## src/rtl/tlp_tx_arbiter_pkg.sv

```systemverilog
// Shared constants, framing bytes and FSM state encoding for the TLP transmit arbiter.
package tlp_pkg;

    localparam logic [7:0] STP        = 8'hFB;
    localparam logic [7:0] END        = 8'hFD;
    localparam int         BODY_BYTES = 18;
    localparam int         BODY_W     = BODY_BYTES * 8;

    typedef enum logic [2:0] {
        ST_IDLE = 3'd0,
        ST_SOF  = 3'd1,
        ST_BODY = 3'd2,
        ST_EOF  = 3'd3,
        ST_GAP  = 3'd4
    } tlp_state_e;

endpackage

```

## src/rtl/tlp_tx_arbiter_rr_arbiter.sv

```systemverilog
// Picks one pending requester: round-robin after rr_ptr_i, or lowest index when
// TLP_ARB_FIXED_PRIO_EN is defined (rr_ptr_i is then ignored).
module tlp_rr_arbiter #(
    parameter int N_REQ = 4,
    parameter int PW    = (N_REQ > 1) ? $clog2(N_REQ) : 1
) (
    input  logic [N_REQ-1:0] req_i,
    input  logic [PW-1:0]    rr_ptr_i,
    output logic [N_REQ-1:0] grant_o,
    output logic [PW-1:0]    grant_idx_o,
    output logic             valid_o
);

`ifdef TLP_ARB_FIXED_PRIO_EN
    logic unused_ptr;
    assign unused_ptr = ^rr_ptr_i;

    always_comb begin
        grant_o     = '0;
        grant_idx_o = '0;
        valid_o     = |req_i;
        // Descending scan so the lowest pending index is the last one written.
        for (int i = N_REQ - 1; i >= 0; i--) begin
            if (req_i[i]) grant_idx_o = PW'(i);
        end
        if (valid_o) grant_o[grant_idx_o] = 1'b1;
    end
`else
    int cand;

    always_comb begin
        grant_o     = '0;
        grant_idx_o = '0;
        valid_o     = 1'b0;
        cand        = 0;
        // Search starts one past the last winner and wraps.
        for (int i = 1; i <= N_REQ; i++) begin
            cand = int'(rr_ptr_i) + i;
            if (cand >= N_REQ) cand = cand - N_REQ;
            if (!valid_o && req_i[PW'(cand)]) begin
                valid_o     = 1'b1;
                grant_idx_o = PW'(cand);
            end
        end
        if (valid_o) grant_o[grant_idx_o] = 1'b1;
    end
`endif

endmodule

```

## src/rtl/tlp_tx_arbiter.sv

```systemverilog
// Shares one framed 8-bit TLP lane between N_REQ requesters: STP, body, END, idle filler.
// Define TLP_ARB_FIXED_PRIO_EN for fixed lowest-index priority instead of round-robin.
module tlp_tx_arbiter
    import tlp_pkg::*;
#(
    parameter int         N_REQ     = 4,
    parameter int         GAP       = 1,
    parameter logic [7:0] IDLE_BYTE = 8'h00
) (
    input  logic                     clk,
    input  logic                     reset,
    input  logic [N_REQ-1:0]         req,
    input  logic [N_REQ*BODY_W-1:0]  tlp_body,
    output logic [N_REQ-1:0]         gnt,
    output logic [7:0]               data_out,
    output logic                     data_k,
    output logic                     busy,
    output logic [3:0]               frame_count,
    output tlp_state_e               dbg_state
);

    localparam int PW = (N_REQ > 1) ? $clog2(N_REQ) : 1;

    tlp_state_e                       state_q, state_d;
    logic [4:0]                       byte_cnt_q, byte_cnt_d;
    logic [3:0]                       gap_cnt_q, gap_cnt_d;
    logic [BODY_BYTES-1:0][7:0]       body_q, body_d;
    logic [7:0]                       data_q, data_d;
    logic                             k_q, k_d;
    logic                             busy_q, busy_d;
    logic [N_REQ-1:0]                 gnt_q, gnt_d;
    logic [3:0]                       fc_q, fc_d;

    logic [N_REQ-1:0][BODY_W-1:0]     bodies;
    logic [N_REQ-1:0]                 win_oh;
    logic [PW-1:0]                    win_idx;
    logic                             win_vld;
    logic [PW-1:0]                    arb_ptr;

    assign bodies = tlp_body;

`ifdef TLP_ARB_FIXED_PRIO_EN
    assign arb_ptr = '0;
`else
    logic [PW-1:0] rr_ptr_q, rr_ptr_d;
    assign arb_ptr = rr_ptr_q;
`endif

    tlp_rr_arbiter #(.N_REQ(N_REQ), .PW(PW)) u_arb (
        .req_i       (req),
        .rr_ptr_i    (arb_ptr),
        .grant_o     (win_oh),
        .grant_idx_o (win_idx),
        .valid_o     (win_vld)
    );

    // The *_d values are what the lane shows next cycle, so every output is a flop.
    always_comb begin
        state_d    = state_q;
        byte_cnt_d = byte_cnt_q;
        gap_cnt_d  = gap_cnt_q;
        body_d     = body_q;
        data_d     = IDLE_BYTE;
        k_d        = 1'b0;
        busy_d     = 1'b0;
        gnt_d      = '0;
        fc_d       = fc_q;
`ifndef TLP_ARB_FIXED_PRIO_EN
        rr_ptr_d   = rr_ptr_q;
`endif
        case (state_q)
            ST_IDLE: begin
                if (win_vld) begin
                    state_d  = ST_SOF;
                    body_d   = bodies[win_idx];
                    gnt_d    = win_oh;
                    data_d   = STP;
                    k_d      = 1'b1;
                    busy_d   = 1'b1;
`ifndef TLP_ARB_FIXED_PRIO_EN
                    rr_ptr_d = win_idx;
`endif
                end
            end
            ST_SOF: begin
                state_d    = ST_BODY;
                byte_cnt_d = '0;
                data_d     = body_q[0];
                busy_d     = 1'b1;
            end
            ST_BODY: begin
                busy_d = 1'b1;
                if (byte_cnt_q == 5'(BODY_BYTES - 1)) begin
                    state_d = ST_EOF;
                    data_d  = END;
                    k_d     = 1'b1;
                end else begin
                    byte_cnt_d = byte_cnt_q + 5'd1;
                    data_d     = body_q[byte_cnt_d];
                end
            end
            ST_EOF: begin
                fc_d = fc_q + 4'd1;
                if (GAP > 0) begin
                    state_d   = ST_GAP;
                    gap_cnt_d = 4'd1;
                    busy_d    = 1'b1;
                end else begin
                    state_d = ST_IDLE;
                end
            end
            ST_GAP: begin
                if (gap_cnt_q == 4'(GAP)) begin
                    state_d = ST_IDLE;
                end else begin
                    gap_cnt_d = gap_cnt_q + 4'd1;
                    busy_d    = 1'b1;
                end
            end
            default: state_d = ST_IDLE;
        endcase
    end

    always_ff @(posedge clk) begin
        if (reset) begin
            state_q    <= ST_IDLE;
            byte_cnt_q <= '0;
            gap_cnt_q  <= '0;
            body_q     <= '0;
            data_q     <= IDLE_BYTE;
            k_q        <= 1'b0;
            busy_q     <= 1'b0;
            gnt_q      <= '0;
            fc_q       <= '0;
`ifndef TLP_ARB_FIXED_PRIO_EN
            rr_ptr_q   <= PW'(N_REQ - 1);
`endif
        end else begin
            state_q    <= state_d;
            byte_cnt_q <= byte_cnt_d;
            gap_cnt_q  <= gap_cnt_d;
            body_q     <= body_d;
            data_q     <= data_d;
            k_q        <= k_d;
            busy_q     <= busy_d;
            gnt_q      <= gnt_d;
            fc_q       <= fc_d;
`ifndef TLP_ARB_FIXED_PRIO_EN
            rr_ptr_q   <= rr_ptr_d;
`endif
        end
    end

    assign gnt         = gnt_q;
    assign data_out    = data_q;
    assign data_k      = k_q;
    assign busy        = busy_q;
    assign frame_count = fc_q;
    assign dbg_state   = state_q;

endmodule

```

## config.mk

```make
export PLATFORM = sky130hd
export DESIGN_NAME = tlp_tx_arbiter
export DESIGN_NICKNAME = d
export VERILOG_FILES = /design/src/rtl/tlp_tx_arbiter_pkg.sv /design/src/rtl/tlp_tx_arbiter_rr_arbiter.sv /design/src/rtl/tlp_tx_arbiter.sv
export SDC_FILE = /design/constraint.sdc
export NUM_CORES = 1
export LEC_CHECK = 0
export CAP_MARGIN = 20
export CORE_AREA = 2 2 231 233
export DETAILED_ROUTE_END_ITERATION = 8
export DIE_AREA = 0 0 233 235
export DONT_BUFFER_PORTS = 1
export PLACE_DENSITY = 0.39
export SLEW_MARGIN = 20
export SYNTH_ARGS = -nofsm -noshare
export SYNTH_HDL_FRONTEND = slang
export SYNTH_SLANG_ARGS = --single-unit
```

## constraint.sdc

```tcl
create_clock -name clk -period 4.3 [get_ports clk]
set_input_delay 0.86 -clock clk [delete_from_list [all_inputs] [get_ports clk]]
set_output_delay 0.86 -clock clk [all_outputs]
set_load 0.005 [all_outputs]
```

==> summary.md, run 1 <==
A synthesized cell averages 10.0 sq um. The number of antenna violations at the first check in global routing was 9; the initial core utilization was 20.7%. By area the synthesized netlist is led by sky130_fd_sc_hd__dfxtp_1 33%, sky130_fd_sc_hd__mux2i_1 27%, sky130_fd_sc_hd__o221ai_1 12%, sky130_fd_sc_hd__nand2_1 5.3%, sky130_fd_sc_hd__mux4_2 4.2%.

The tools report the worst min-delay path endpoint as byte_cnt_q[0]$_SDFFE_PP0P_. In this run the horizontal extent of the chip is 233 um. The cell count after synthesis came out at 1,082. The total power divided by cell area was 489 nW/um^2.

Startpoint of the worst-slack reg-to-reg timing path: byte_cnt_q[0]$_SDFFE_PP0P_. For this run, the register share of the synthesized area comes to 32.5%. The remaining max-slew budget at the tightest pin came out at 36.7%. For the maximum number of pins on one net before global-route repair, the log shows 137. The first global-routing pass estimated 59,100 um of wire. In this run, the number of DRC markers left after iteration 0 of detailed routing was 409.

The count of input and output buffers was 0; the final hold violation count was 0. Leaving out fill and tap cells, the most frequent cells in the layout are 288 x sky130_fd_sc_hd__mux2i_1, 175 x sky130_fd_sc_hd__dfxtp_1, 153 x sky130_fd_sc_hd__nand2_1. The flow ran to the end, and the final reports show no timing, DRC or antenna violations. After clock tree synthesis, the clock-pin slew on the worst setup and hold paths is 0.07 ns. The count of TritonRoute iterations in the first routing pass is 5, and the number of buffers created by CTS is 17. The min-delay analysis places its worst path in the category input port to flop. The tools report the cell at the root of the clock tree as sky130_fd_sc_hd__clkbuf_16. At the pin with the least slew margin, the transition time is 0.950 ns. The element type at the critical path start is a flop.

The number of hold buffers added after CTS was 0. STA classifies the critical path endpoint as a flop. The remaining antenna violation count after routing is 0, and the number of different library cells in the post-synthesis netlist is 59. The number of pins exceeding their max-slew limit in the final report was 0; the net total in the final layout was 1,601. TritonCTS built the clock tree. For this run, the number of Yosys warnings is 0. Cells with a size suffix above 1 make up 9.74% of the layout.

At the worst endpoint, the arrival time is 3.30 ns. The total number of vias came out at 8,676. For the finished layout, the period the worst path requires is 2.95 ns. In this run the static leakage power is 4.90 nW. IR analysis of the VDD net gives a maximum drop of 0.301 mV. The synthesized design contains 0 enable-type register cells. The final clock period utilization by the worst path is 68.6%, and the number of global-route vias before repair is 8,897.

The latest clock arrival within the worst-skew pair was 0.48 ns. In this run the core area contains 84 standard-cell rows. The number of synthesized register bits is 176. The critical setup path kind was flop to flop.

Compared with the post-synthesis result, the final layout area differs by 10.8%. For this design the top-level I/O count stands at 603. The vertical extent of the die is 235 um, and the number of instances resized during post-cts repair is 0. After the flow finishes, the layout carries non-filler instances totaling 1,723.

The core region is 52,200 sq um. The worst-case reg-to-reg path depth was 6; the total wirelength of the detailed-routed design was 41,800 um. For the global-route usage over all layers, the log shows 14.9%. On the worst path, the slowest cell contributes a delay of 0.80 ns. The most frequently used flop master after synthesis was sky130_fd_sc_hd__dfxtp_1.

Walking the worst path, the cells encountered are ha_2, buf_12, mux4_2, mux2_2, a221oi_1, a211oi_1. Detailed placement finished with a half-perimeter wire length of 32,600 um. The reg-to-reg endpoint was data_out[7]$_SDFF_PP0_.

After detailed routing, the number of remaining DRC violations is 0. Setup repair after global routing left no endpoint under its margin. Derived from the worst setup path, the maximum achievable clock frequency is 339 MHz.

Including well taps, the total number of placed cells is 1,683. After synthesis, the largest area contributor takes up 32.5% of total cell area. In this run the most critical hold path is launched from reset.

Number of cells on the worst hold path: 1. The cell accounting for the most synthesized area was sky130_fd_sc_hd__dfxtp_1. The synthesized netlist occupies a cell area of 10,800 sq um. Max-cap violations in this run came to 0.

The tree built by TritonCTS fans out to 176 sinks. Setup violations remaining at the end of the flow were counted as 0. The register-to-register setup slack was 1.35 ns. The tools report the remaining global-route overflow as 0. The post-route clock skew came out at 0.0118 ns. Along the worst path, the maximum fanout reaches 32.

The final-layout fill cell count was 5,610; the fraction of registers with async set/reset was 0%. The average detailed-routed wire length per instance came out at 24.3 um. The total die area is 54,800 sq um, and the weighted congestion at the end of routability-driven global placement is 0.864. For the worst setup path, the data required time is 4.65 ns.

The tools report the number of setup buffers added after CTS as 0. The tools report the number of nets in the synthesized netlist as 1,669. After detailed routing, the number of vias per cell comes to 5.04.

The library cell used most frequently in the layout, excluding fill and tap cells, is sky130_fd_sc_hd__mux2i_1. Adding up every negative setup slack in the final design gives 0 ns. The run gives 2 as the maximum count of clock buffers along a single path. The tools report the maximum level of the CTS H-tree as 4. The largest individual stage delay along the critical path comes from the cell sky130_fd_sc_hd__dfxtp_4.
-- metrics by stage --
stage	worst slack, ns	power (W)	area, sq um	utilization (%)	hold slack, ns
final	1.35	0.00586	12000	23.0	0.441
after global routing	1.04	0.00624	12000	23.0	0.393
after CTS	1.26	0.00603	12000	22.9	0.363
after detailed placement	1.14	0.00429	11400	21.8	0.446
after global placement	1.20	0.00428	11400	21.8	0.438
after floorplan	1.96	0.00367	10800	-	0.424
-- cells in the mapped netlist, types with 12 or more instances --
library cell               number
sky130_fd_sc_hd__a21oi_1       20
sky130_fd_sc_hd__buf_1         12
sky130_fd_sc_hd__buf_2         27
sky130_fd_sc_hd__clkbuf_1      44
sky130_fd_sc_hd__dfxtp_1      176
sky130_fd_sc_hd__mux2_2        21
sky130_fd_sc_hd__mux2i_1      288
sky130_fd_sc_hd__mux4_1        12
sky130_fd_sc_hd__mux4_2        20
sky130_fd_sc_hd__nand2_1      154
sky130_fd_sc_hd__nor2_1        28
sky130_fd_sc_hd__o221ai_1     145
-- how the worst max path moves through the flow --
stage / start / end / cells after the start
floorplan: byte_cnt_q[1]$_SDFFE_PP0P_ / data_out[6]$_SDFF_PP0_ / 8
finish: byte_cnt_q[0]$_SDFFE_PP0P_ / data_out[7]$_SDFF_PP0_ / 6
CTS: byte_cnt_q[0]$_SDFFE_PP0P_ / data_out[1]$_SDFF_PP0_ / 6
global route: byte_cnt_q[0]$_SDFFE_PP0P_ / data_out[1]$_SDFF_PP0_ / 6
global placement: req[1] / body_q[116]$_SDFFE_PP0P_ / 7
detailed placement: req[1] / body_q[117]$_SDFFE_PP0P_ / 7
-- registers in the layout, summed over array words and instances, names as in the netlist --
signal,cells
body_q,144
data_out,8
byte_cnt_q,5
frame_count,4
gap_cnt_q,4
gnt,4
dbg_state,3
arb_ptr,2
busy,1
data_k,1
-- worst max-delay path: cells and delay by family, from the launching register on --
| kind | cells | cell delay, ns |
|---|---|---|
| buf+inv | 1 | 0.29 |
| compound gates | 2 | 0.46 |
| mux | 2 | 0.81 |
| fa+ha+maj | 1 | 0.45 |
| flops | 1 | 0.80 |
-- metal layers --
| metal | vias to the layer above | global-route usage, % | part of all wire [%] |
|---|---|---|---|
| li1 | 4070 | - | - |
| met1 | 4179 | 18.7 | 44 |
| met2 | 384 | 25.0 | 49 |
| met3 | 43 | 3.03 | 4.6 |
| met4 | 0 | 5.60 | 2.5 |
| met5 | - | 0 | 0 |
-- layout make-up --
type / instances / area (sq um) / share of cell area [%]
clock inverters: 13 / 150 / 1.25
clock buffers: 19 / 453 / 3.77
inverters: 8 / 30.0 / 0.250
multi-input cells: 797 / 6800 / 56.6
repair buffers: 14 / 168 / 1.40
diodes: 8 / 20.0 / 0.167
well taps: 688 / 861 / 7.17
flip-flops and latches: 176 / 3530 / 29.4
-- cell families after synthesis --
logic type               Yosys count  share of synthesized area (%)
multiplexers                     345                           36.3
XOR/XNOR                           6                          0.554
AO/OA/AOI/OAI                    213                           15.9
adder cells (fa/ha/maj)            5                          0.578
buffers and inverters            109                           4.97
flip-flops                       176                           32.5
AND/OR/NAND/NOR                  228                           9.16
-- where the power goes --
group	switching, W	total [W]	internal, W	leakage (nW)
registers	0.000323	0.00232	0.00199	1.45
logic	0.00101	0.00188	0.000865	3.14
clock network	0.000768	0.00167	0.000900	0.302
Note: power is estimated with default switching activity, not from simulation.
==> inputs of run 2 (changes only) <==
clock period = 3.09 ns   (was 4.3 ns; I/O delays follow)
==> summary.md, run 2 (synthesis gave the netlist of run 1 again) <==
For this block, the initial DRC count from the detailed router was 343. Clock tree synthesis inserted a total of 17 buffers. The worst path arrival time was 3.14 ns. STA classifies the critical path endpoint as a flop. The final clock period utilization by the worst path was 91.0%. The vertical extent of the die is 235 um.

The worst pin sits at a relative slew slack of 43.6%. After detailed routing, the average wire length per cell comes to 23.7 um. The number of gates resized after CTS was 0. The tools report the net total in the final layout as 1,620. The placement row count was 84. Port buffering added 0 buffers.

The library cell used most frequently in the layout, excluding fill and tap cells, is sky130_fd_sc_hd__mux2i_1. For this run the aggregate overflow at the end of global routing stands at 0. The register with the most flip-flops in the layout has 144 of them. Setup violations remaining at the end of the flow were counted as 0.

The tree built by TritonCTS fans out to 176 sinks. Following the worst setup path forward leads to its endpoint at data_out[7]$_SDFF_PP0_. Fill cells in the final layout number 5,616. For this configuration, the core starts out at a cell density of 20.7%.

In this run the register-to-register setup slack is 0.28 ns. The run finished with clean final reports. The wire-length estimate of the detail-placed layout is 32,800 um. Slew at the pin closest to its max-slew limit: 0.839 ns. The run gives 41,300 um as the total wirelength of the detailed-routed design. The die covers 54,800 sq um.

The run gives 0 as the final hold violation count. Cells with a size suffix above 1 make up 11.1% of the layout. The run gives 8,625 as the total number of vias. In the routed layout, each cell is associated on average with a via count of 4.95. For the worst-skew pair, the clock arrives at the later sink with an insertion delay of 0.48 ns. The final core area utilization is 23.3%, and the maximum vdd ir drop is 0.411 mV. After detailed routing, the number of remaining DRC violations is 0.

Across every metal layer, demand over resource in global routing totals 14.8%. For the final routed database, the setup TNS stands at 0 ns. In this run the critical register-to-register path is captured at data_out[7]$_SDFF_PP0_. The clock passes through at most 2 buffers. The tools report the timing-limited maximum frequency as 356 MHz. Counting flops per register, the top entry is body_q. In this run the critical register-to-register path is launched from byte_cnt_q[1]$_SDFFE_PP0P_. The count of nets left with antenna violations once routing finished came out at 0. The run gives 0 as the number of pins exceeding their max-slew limit in the final report. Setup repair after global routing left no endpoint under its margin.

The number of violations of the max-capacitance limit came out at 0. The worst min-delay path class is input port to flop. Of all nets on the critical path, the largest fanout is 24. Entering global routing, the biggest net connects 85 pins.

The I/O pin count is 603, and the wire length of the first global-routing pass is 58,700 um. TritonCTS built the clock tree. The tightest hold path in the finished design has a slack of 0.204 ns.

The required time at the endpoint of the critical path came out at 3.42 ns. The worst setup path is launched from a flop. The area growth from synthesis to final layout was 12.6%. The smallest clock period supported by the final layout is computed as 2.81 ns. In this run the post-CTS setup repair buffer count came out at 0.

For this run, the detailed router's first-pass iteration total came to 4. Leaving out fill and tap cells, the most frequent cells in the layout are 288 x sky130_fd_sc_hd__mux2i_1, 175 x sky130_fd_sc_hd__dfxtp_1, 153 x sky130_fd_sc_hd__nand2_1. The die is 233 um wide. For the number of global-route vias before repair, the log shows 8,968. CTS placed an instance of sky130_fd_sc_hd__clkbuf_16 at the clock tree root.

The number of antenna violations at the first check in global routing is 10, and the maximum level of the CTS H-tree is 4. The logs give 0 for the number of buffers inserted by hold repair at cts and 52,200 sq um for the standard cell core area. The post-route clock skew came out at 0.0117 ns. The critical setup path kind was flop to flop. The standby leakage power is 5.00 nW. The tools report the launching element of the worst setup path as byte_cnt_q[1]$_SDFFE_PP0P_.

Power spread over the standard cell area amounts to 663 nW/um^2. Overall power consumption after layout is estimated at 0.00809 W. The weighted congestion at the end of routability-driven global placement came out at 0.874.

The worst-case reg-to-reg path depth is 7, and the clock transition at the registers of the reported paths is 0.07 ns.
[run 2: cell types whose count changed in the layout (fill, tap and decap cells not counted)]
cell                         previous run  this run
sky130_fd_sc_hd__clkinv_4               2         3
sky130_fd_sc_hd__diode_2                8         7
sky130_fd_sc_hd__buf_4                  9        21
sky130_fd_sc_hd__inv_4                  0         1
sky130_fd_sc_hd__inv_6                  4         3
sky130_fd_sc_hd__buf_12                 5        12
sky130_fd_sc_hd__clkinvlp_4             0         1
sky130_fd_sc_hd__bufinv_16              2         1
sky130_fd_sc_hd__clkbuf_1               0         3
sky130_fd_sc_hd__clkinv_2               3         1
sky130_fd_sc_hd__inv_8                  2         0
[run 2: layer usage]
| layer | vias up | global-route usage, % | wire (um) |
|---|---|---|---|
| li1 | 4109 | - | - |
| met1 | 4142 | 18.6 | 18400 |
| met2 | 342 | 24.8 | 20000 |
| met3 | 32 | 2.97 | 1960 |
| met4 | 0 | 5.25 | 882 |
| met5 | - | 0 | 0 |
[run 2: how the worst min path moves through the flow]
stage / from / end / slack [ns] / cells past startpoint
after floorplan: body_q[113]$_SDFFE_PP0P_ / body_q[113]$_SDFFE_PP0P_ / 0.42 / 2
after global placement: body_q[19]$_SDFFE_PP0P_ / body_q[19]$_SDFFE_PP0P_ / 0.44 / 2
after detailed placement: body_q[40]$_SDFFE_PP0P_ / body_q[40]$_SDFFE_PP0P_ / 0.45 / 2
after CTS: reset / frame_count[1]$_SDFFE_PP0P_ / 0.15 / 1
after global routing: reset / frame_count[3]$_SDFFE_PP0P_ / 0.16 / 1
final: reset / frame_count[1]$_SDFFE_PP0P_ / 0.20 / 1
[run 2: report_power, final]
group          leakage, nW  total [W]  internal [W]  switching (W)
Sequential            1.45    0.00317       0.00277       0.000398
Combinational         3.27    0.00274       0.00126        0.00147
Clock                0.276    0.00218       0.00116        0.00102
[run 2: stage by stage]
step           setup WS (ns)  cell area (sq um)  cells
2_1_floorplan          0.746              10800   1082
5_1_grt                0.151              12200   1741
4_1_cts                0.226              12200   1734
3_5_place_dp           0.216              11600   1702
3_3_place_gp           0.229              11600   1702
6_report               0.280              12200   1741
[run 2: layout make-up]
cell class | count | area (sq um) | share of cell area [%]
diodes | 7 | 17.5 | 0.144
clock buffers | 22 | 464 | 3.81
clock inverters | 10 | 101 | 0.831
inverters | 8 | 30.0 | 0.246
multi-input cells | 797 | 6800 | 55.7
flip-flops and latches | 176 | 3530 | 28.9
well taps | 688 | 861 | 7.06
repair buffers | 33 | 398 | 3.26
[run 2: worst max-delay path: stages (launching register included)]
cell                       delay (ns)
sky130_fd_sc_hd__dfxtp_1         0.41
sky130_fd_sc_hd__inv_1           0.11
sky130_fd_sc_hd__ha_2            0.33
sky130_fd_sc_hd__buf_4           0.34
sky130_fd_sc_hd__mux4_2          0.55
sky130_fd_sc_hd__mux2_2          0.31
sky130_fd_sc_hd__a221oi_1        0.39
sky130_fd_sc_hd__a211oi_1        0.18
